`src/rtl/serial_feed_ctrl.sv`:
```
// Serial feed controller: streams NUM buffer words per row into a serial-to-parallel stage.
// Optional back-pressure counter enabled by macro SERIAL_FEED_STALL_CNT_EN.

`ifndef DATA_WIDTH
`define DATA_WIDTH 8
`endif
`ifndef IF_WIDTH
`define IF_WIDTH 4
`endif
`ifndef KERNEL_WIDTH
`define KERNEL_WIDTH 3
`endif

module serial_feed_ctrl #(
  parameter int unsigned IN_WIDTH   = `DATA_WIDTH*`IF_WIDTH,
  parameter int unsigned NUM        = `KERNEL_WIDTH,
  parameter int unsigned ADDR_WIDTH = 10
) (
  input  logic                  clk,
  input  logic                  reset,
  input  logic                  start,
  input  logic [ADDR_WIDTH-1:0] base_addr,
  input  logic [ADDR_WIDTH-1:0] row_stride,
  input  logic [7:0]            num_rows,
  input  logic                  row_ready,
  output logic                  mem_rd_en,
  output logic [ADDR_WIDTH-1:0] mem_rd_addr,
  input  logic [IN_WIDTH-1:0]   mem_rd_data,
  output logic [IN_WIDTH-1:0]   out_serial,
  output logic                  begin_serial_in,
  output logic                  refresh_parallel_array,
  output logic                  busy,
  output logic                  done,
  output logic [7:0]            row_cnt,
  output logic [15:0]           stall_cycles
);

  localparam int unsigned CNT_W = $clog2(NUM);
  localparam logic [CNT_W-1:0] LAST_WORD = CNT_W'(NUM - 1);

  typedef enum logic [2:0] {
    IDLE,
    READ,
    DRAIN,
    WAIT_REFRESH,
    FINISH
  } state_t;

  state_t                r_state;
  logic                  r_mem_rd_en;
  logic [ADDR_WIDTH-1:0] r_mem_rd_addr;
  logic [ADDR_WIDTH-1:0] r_row_base;
  logic [ADDR_WIDTH-1:0] r_stride;
  logic [7:0]            r_num_rows;
  logic [7:0]            r_row_cnt;
  logic [CNT_W-1:0]      r_word;
  logic                  r_begin;
  logic                  r_busy;
  logic                  r_done;

  logic                  w_refresh;
  logic                  w_more_rows;
  logic [ADDR_WIDTH-1:0] w_next_base;

  // Refresh must land in the very cycle row_ready is seen, so it is decoded from state.
  assign w_refresh   = (r_state == WAIT_REFRESH) && row_ready;
  assign w_more_rows = ({1'b0, r_row_cnt} + 9'd1) < {1'b0, r_num_rows};
  assign w_next_base = r_row_base + r_stride;

  always_ff @(posedge clk) begin
    if (reset) begin
      r_state       <= IDLE;
      r_mem_rd_en   <= 1'b0;
      r_mem_rd_addr <= '0;
      r_row_base    <= '0;
      r_stride      <= '0;
      r_num_rows    <= '0;
      r_row_cnt     <= '0;
      r_word        <= '0;
      r_begin       <= 1'b0;
      r_busy        <= 1'b0;
      r_done        <= 1'b0;
    end else begin
      r_begin <= r_mem_rd_en && (r_word == '0);
      case (r_state)
        IDLE: begin
          if (start) begin
            r_row_base <= base_addr;
            r_stride   <= row_stride;
            r_num_rows <= num_rows;
            r_row_cnt  <= '0;
            r_word     <= '0;
            if (num_rows == 8'd0) begin
              r_state <= FINISH;
            end else begin
              r_state       <= READ;
              r_mem_rd_en   <= 1'b1;
              r_mem_rd_addr <= base_addr;
              r_busy        <= 1'b1;
            end
          end
        end
        READ: begin
          if (r_word == LAST_WORD) begin
            r_mem_rd_en <= 1'b0;
            r_word      <= '0;
            r_state     <= DRAIN;
          end else begin
            r_word        <= r_word + CNT_W'(1);
            r_mem_rd_addr <= r_mem_rd_addr + ADDR_WIDTH'(1);
          end
        end
        DRAIN: r_state <= WAIT_REFRESH;
        WAIT_REFRESH: begin
          if (row_ready) begin
            r_row_cnt <= r_row_cnt + 8'd1;
            if (w_more_rows) begin
              r_row_base    <= w_next_base;
              r_mem_rd_addr <= w_next_base;
              r_mem_rd_en   <= 1'b1;
              r_state       <= READ;
            end else begin
              r_busy  <= 1'b0;
              r_done  <= 1'b1;
              r_state <= FINISH;
            end
          end
        end
        FINISH: begin
          // A zero-row request arrives without done armed and lingers one cycle to pulse it.
          if (r_done) begin
            r_done  <= 1'b0;
            r_state <= IDLE;
          end else begin
            r_done <= 1'b1;
          end
        end
        default: r_state <= IDLE;
      endcase
    end
  end

`ifdef SERIAL_FEED_STALL_CNT_EN
  logic [15:0] r_stall;

  // Saturating count of cycles a finished row waits on row_ready.
  always_ff @(posedge clk) begin
    if (reset) begin
      r_stall <= '0;
    end else if ((r_state == IDLE) && start) begin
      r_stall <= '0;
    end else if ((r_state == WAIT_REFRESH) && !row_ready && (r_stall != 16'hFFFF)) begin
      r_stall <= r_stall + 16'd1;
    end
  end

  assign stall_cycles = r_stall;
`else
  assign stall_cycles = '0;
`endif

  assign mem_rd_en              = r_mem_rd_en;
  assign mem_rd_addr            = r_mem_rd_addr;
  assign out_serial             = mem_rd_data;
  assign begin_serial_in        = r_begin;
  assign refresh_parallel_array = w_refresh;
  assign busy                   = r_busy;
  assign done                   = r_done;
  assign row_cnt                = r_row_cnt;

endmodule

```
`config.mk`:
```
export PLATFORM = sky130hd
export DESIGN_NAME = serial_feed_ctrl
export DESIGN_NICKNAME = d
export VERILOG_FILES = /design/src/rtl/serial_feed_ctrl.sv
export SDC_FILE = /design/constraint.sdc
export NUM_CORES = 1
export LEC_CHECK = 0
export ABC_AREA = 1
export BUFFER_PORTS_ARGS = -buffer_cell sky130_fd_sc_hd__buf_2
export CORE_UTILIZATION = 40
export CTS_CLUSTER_SIZE = 14
export DETAILED_ROUTE_END_ITERATION = 7
export MAX_ROUTING_LAYER = met4
export PLACE_DENSITY = 0.68
export SLEW_MARGIN = 20
export SYNTH_ARGS = -nofsm -noshare
export SYNTH_HDL_FRONTEND = slang
export SYNTH_SLANG_ARGS = --single-unit
```
`constraint.sdc`:
```
create_clock -name clk -period 2.5 [get_ports clk]
set_clock_uncertainty 0.2 [all_clocks]
set_input_delay 0.25 -clock clk [delete_from_list [all_inputs] [get_ports clk]]
set_output_delay 0.25 -clock clk [all_outputs]
set_load 0.02 [all_outputs]
```
== Word level (Yosys, flattened, before mapping) ==
Index checks and enable logic that the tools add are counted.
Storage, ports and cells
  flip-flop bits (word level): 55
  bits of input ports: 64
  output and inout bits: 71
  logic and storage cells: 82
Cells by class
  add/subtract/negate cells: 5
  magnitude comparators: 1
  equal/unequal tests: 13
  muxes and demuxes: 34
  reduce and logical (&&, ||, !) cells: 18
Operators with widths (number)
  $mux 10: 6
  $pmux 10 s3: 1
  $pmux 10 s2: 1
  $mux 3: 6
  $mux 8: 2
  $ne 2x2->1 const B: 8
  $pmux 8 s2: 1
  $pmux 3 s5: 1
  $reduce_and 6->1: 2
  $add 10x1->10 const B: 1
  $add 10x10->10: 1
  $mux 1: 10
  $add 8x1->9 const B: 1
  $lt 9x8->1: 1
  $add 8x1->8 const B: 1
  $logic_not 8->1: 1
  $reduce_and 4->1: 2
  $eq 3x2->1 const B: 2
  $reduce_and 3->1: 2
  $reduce_bool 2->1: 3
  $reduce_and 5->1: 1
  $mux 2: 2
  $pmux 1 s2: 2
  $pmux 2 s2: 1
  other kinds (10): 12

== Longest topological paths before layout ==
  depth after elaboration: 5
  gate-level depth with buffers: 18
  depth with buffers taken out: 17

== Worst setup path after synthesis ==
OpenSTA, ideal clock, no wires.
  path kind: register to register
  start point: register r_row_cnt[0] (netlist: row_cnt[0])
  end point: register r_mem_rd_addr[7] (netlist: mem_rd_addr[7])
  setup time: 0.113 ns
  arrival: 2.427 ns
  required time: 2.187 ns
  path slack: -0.239 ns
  stages on the path, launching flop included: 17
  path buffers: 1
  period minus slack after synthesis: 2.739 ns
  path through: dfxtp_1 -> ha_1 -> nand2_1 -> nor2_4 -> nand3_1 -> xnor2_1 -> ha_1 -> a21o_1 -> nand3_2 -> nand2_1 -> nor2_2 -> nand2_2 -> nand2_4 -> nand3_4 -> buf_6 -> nor2_1 -> nor2_1
Between the ends
  longest elaborated chain between the ends: 4
Ends and longest elaborated chain
  from (decl): line 55  | logic [7:0] r_row_cnt;
  from (signal assigned): line 116  | r_row_cnt <= r_row_cnt + 8'd1;
  $add 8x1->9: line 67  | assign w_more_rows = ({1'b0, r_row_cnt} + 9'd1) < {1'b0, r_num_rows};
  $lt 9x8->1: line 67
  $ne 2x2->1 (no source line)
  $reduce_and 6->1 (no source line)
  to (signal assigned): line 98  | r_mem_rd_addr <= base_addr;
  to (signal assigned): line 110  | r_mem_rd_addr <= r_mem_rd_addr + ADDR_WIDTH'(1);
  to (signal assigned): line 119  | r_mem_rd_addr <= w_next_base;
  to (decl): line 51  | logic [ADDR_WIDTH-1:0] r_mem_rd_addr;
No other way between the ends.
A chain may end at the register's enable or synchronous reset.

== Worst setup path in the final report ==
  start point: register r_row_cnt[0] (netlist: row_cnt[0])
  end point: register r_mem_rd_addr[9] (netlist: mem_rd_addr[9])
The elaborated chain is that of the path after synthesis.

==> flow_summary.toml <==
[setup_path]
crit_required_ns = 2.55
cp_max_fo = 8
cp-end-kind = "flip-flop"
critPathArrivalTime_ns = 2.65
path_class = "reg -> reg"
critPathLaunchType = "flip-flop"

[detailed_routing]
firstDrtPassIters = 5
drc = 0
ant_nets = 0
vias = 3644
viasPerCell = 4.872
drt-total-wl_um = 9420
routedWlPerCell_um = 12.59
drtIter0Drc = 162

[power]
combPwrFrac_pct = 56.5
p_per_area_mw_per_mm2 = 952.3
p_sw_w = 0.002051
finalPower_w = 0.004222
p_sw_share_pct = 48.58
total_leakage_power_nw = 2.233
clkPwrFrac_pct = 11.9
power.internal_w = 0.002171
seqPwrFrac_pct = 31.6
peakVddDrop_mv = 0.3745

[clocking]
clockBufferDepth = 2
root_buffer = "clkbuf_8"
h-tree-depth = 2
postCtsHoldBufs = 0
numCtsBuffers = 5
cts_sinks = 55
cts_tree = "built"
cts.clk_slew.worst_paths_ns = 0.10
clock_latency_ns = 0.31

[synth]
synth_top_area_cell = "dfxtp_1"
ys_seq_area_share_pct = 28.43
synth.area.top_cells = "dfxtp_1 (28%), nand2_1 (12%), buf_4 (9.5%)"
ys_types = 39
synth_edf_count = 0
yosys_warnings = 0
synth.cell_area_mm2 = 0.003872
synthFlopType = "dfxtp_1"
ys_seq_elements = 55
syn_area_per_cell_um2 = 6.700
synth_cells = 578
synthMostInstantiatedCell = "nand2_1"
synth_top_area_share_pct = 28.43
async_flop_share_pct = 0
synthTopCellsByCount = "nand2_1 (126), inv_1 (69), dfxtp_1 (55), a21oi_1 (53), nand3_1 (50)"

[global_routing]
grt-ovfl-total = 0
grt_pass1_vias = 3258
grt_use_total_pct = 19.24
grt_max_degree = 31
grt_antenna_before_repair = 0
grt_pass1_wl_um = 15230

[timing]
setup_viol = 24
finalCriticalPeriod_ns = 2.598
fmax_mhz = 384.9
fin_crit_sh_pct = 103.9
whs_ns = 0.005822
setup_slack_ns = -0.09781
tightest_slew_ns = 0.6081
slew_viol_final = 0
slew_headroom_pct = 59.42
rsz0062_at_grt = "true"
hold_viol = 0

[job]
max-cap-violations = 0

[min_path]
hold_path.class = "in -> reg"

[place]
globalplace.congestion = 0.8915
portBuffers = 54
hpwl_um = 7179
place_area_mm2 = 0.004119
pre_cts_ws_ns = -0.06091

[layout]
nets = 701
drive_gt1_share_pct = 24.88
n_antenna_cell = 0
final_area_mm2 = 0.004433
syn_to_final_growth_pct = 14.47
fillers = 932

[floorplanning]
io_pins = 135
die_h_um = 100.4
core_mm2 = 0.009328
floorplan.initialDensity_pct = 41.52
std_cell_rows = 35
die-area_mm2 = 0.01008
die_w_um = 100.4

[outcome]
violations = "setup timing"
status = "finished, violations left"
-- cell type report --
type | count | area (um^2) | area share [%]
Clock inverter | 2 | 12.51 | 0.2822
Inverter | 75 | 282.8 | 6.379
Timing Repair Buffer | 80 | 489.2 | 11.04
Clock buffer | 6 | 72.57 | 1.637
Multi-Input combinational cell | 401 | 2305 | 51.99
Sequential cell | 55 | 1110 | 25.04
Tap cell | 129 | 161.4 | 3.641
-- routing by layer --
metal / vias up / routed length, um / global-route usage (%)
li1: 1874 / - / -
met5: - / 0 / -
met1: 1624 / 4420 / 25.45
met4: 0 / 103 / 5.017
met2: 128 / 4325 / 30.45
met3: 18 / 571 / 3.203
-- power by group through the flow --
stage	combinational, W	sequential (W)	clock [W]
2_1_floorplan	0.00166	0.00141	0
3_3_place_gp	0.00209	0.00134	0
3_5_place_dp	0.00214	0.00135	0
4_1_cts	0.00222	0.00133	0.000511
5_1_grt	0.00265	0.00136	0.000548
6_report	0.00239	0.00133	0.000501
-- per-stage QoR --
step | std cells | util, % | setup TNS [ns]
finish | 748 | 47.53 | -1.392
global route | 748 | 47.53 | -4.355
CTS | 745 | 45.93 | -0.01947
detailed placement | 733 | 44.16 | -0.5802
global placement | 733 | 44.16 | 0
floorplan | 593 | - | -0.1794
-- worst max-delay path: stages (launching register included) --
cell,delay (ns)
dfxtp_4,0.38
ha_4,0.15
nand2_4,0.05
nor2_4,0.13
nand3_2,0.10
xnor2_2,0.16
ha_1,0.33
a21o_1,0.20
nand3_2,0.06
nand2_2,0.06
nor2_4,0.10
nand2_2,0.08
nand2_4,0.13
nand3_4,0.16
nand2_2,0.12
nand2_1,0.05
nor2_1,0.08
-- cell usage in the layout, fill, tap and decap left out, drive strengths merged --
cell / instances
nor2: 54
o21a: 2
a221oi: 1
xor2: 6
a211oi: 1
xnor2: 2
a31oi: 1
dfxtp: 55
and3: 1
a21oi: 53
o21bai: 1
ha: 18
o211ai: 1
nand4: 10
nand3: 53
nor4: 1
a21o: 4
nand2: 139
buf: 80
conb: 16
clkinv: 3
inv: 74
nand3b: 4
a221o: 1
o21ai: 23
clkbuf: 6
nor3: 8
fa: 1
-- path summary, 6_finish.rpt --
check / startpoint / slack, ns / depth (start not counted) / end
worst max-delay path: row_cnt[0]$_SDFFE_PP0P_ / -0.1 / 16 / mem_rd_addr[9]$_SDFFE_PP0P_
worst min register to register: r_stride[8]$_SDFFE_PP0P_ / 0.27 / 2 / r_stride[8]$_SDFFE_PP0P_
worst max register to register: row_cnt[0]$_SDFFE_PP0P_ / -0.1 / 16 / mem_rd_addr[9]$_SDFFE_PP0P_
worst min-delay path: row_stride[0] / 0.006 / 3 / r_stride[0]$_SDFFE_PP0P_
-- registers in the layout, indices dropped and copies added (netlist names) --
name	cells
begin_serial_in	1
mem_rd_addr	10
done	1
r_row_base	10
row_cnt	8
mem_rd_en	1
r_num_rows	8
busy	1
r_word	2
r_stride	10
r_state	3
-- logic make-up after synthesis --
| logic type | synth area share [%] |
|---|---|
| fa+ha+maj | 6.333 |
| other cells | 0.09684 |
| xor+xnor | 1.809 |
| buf+inv | 18.68 |
| flops | 28.43 |
| compound gates | 12.21 |
| simple gates | 32.44 |
-- repair_timing --
item | 4_1_cts | 5_1_grt
resized for setup | 8 | 31
cloned | 1 | 0
pin swaps | 8 | 30
buffers inserted | 3 | 3
setup endpoints to repair | 20 | 25
Power figures use the tool's default switching activity.
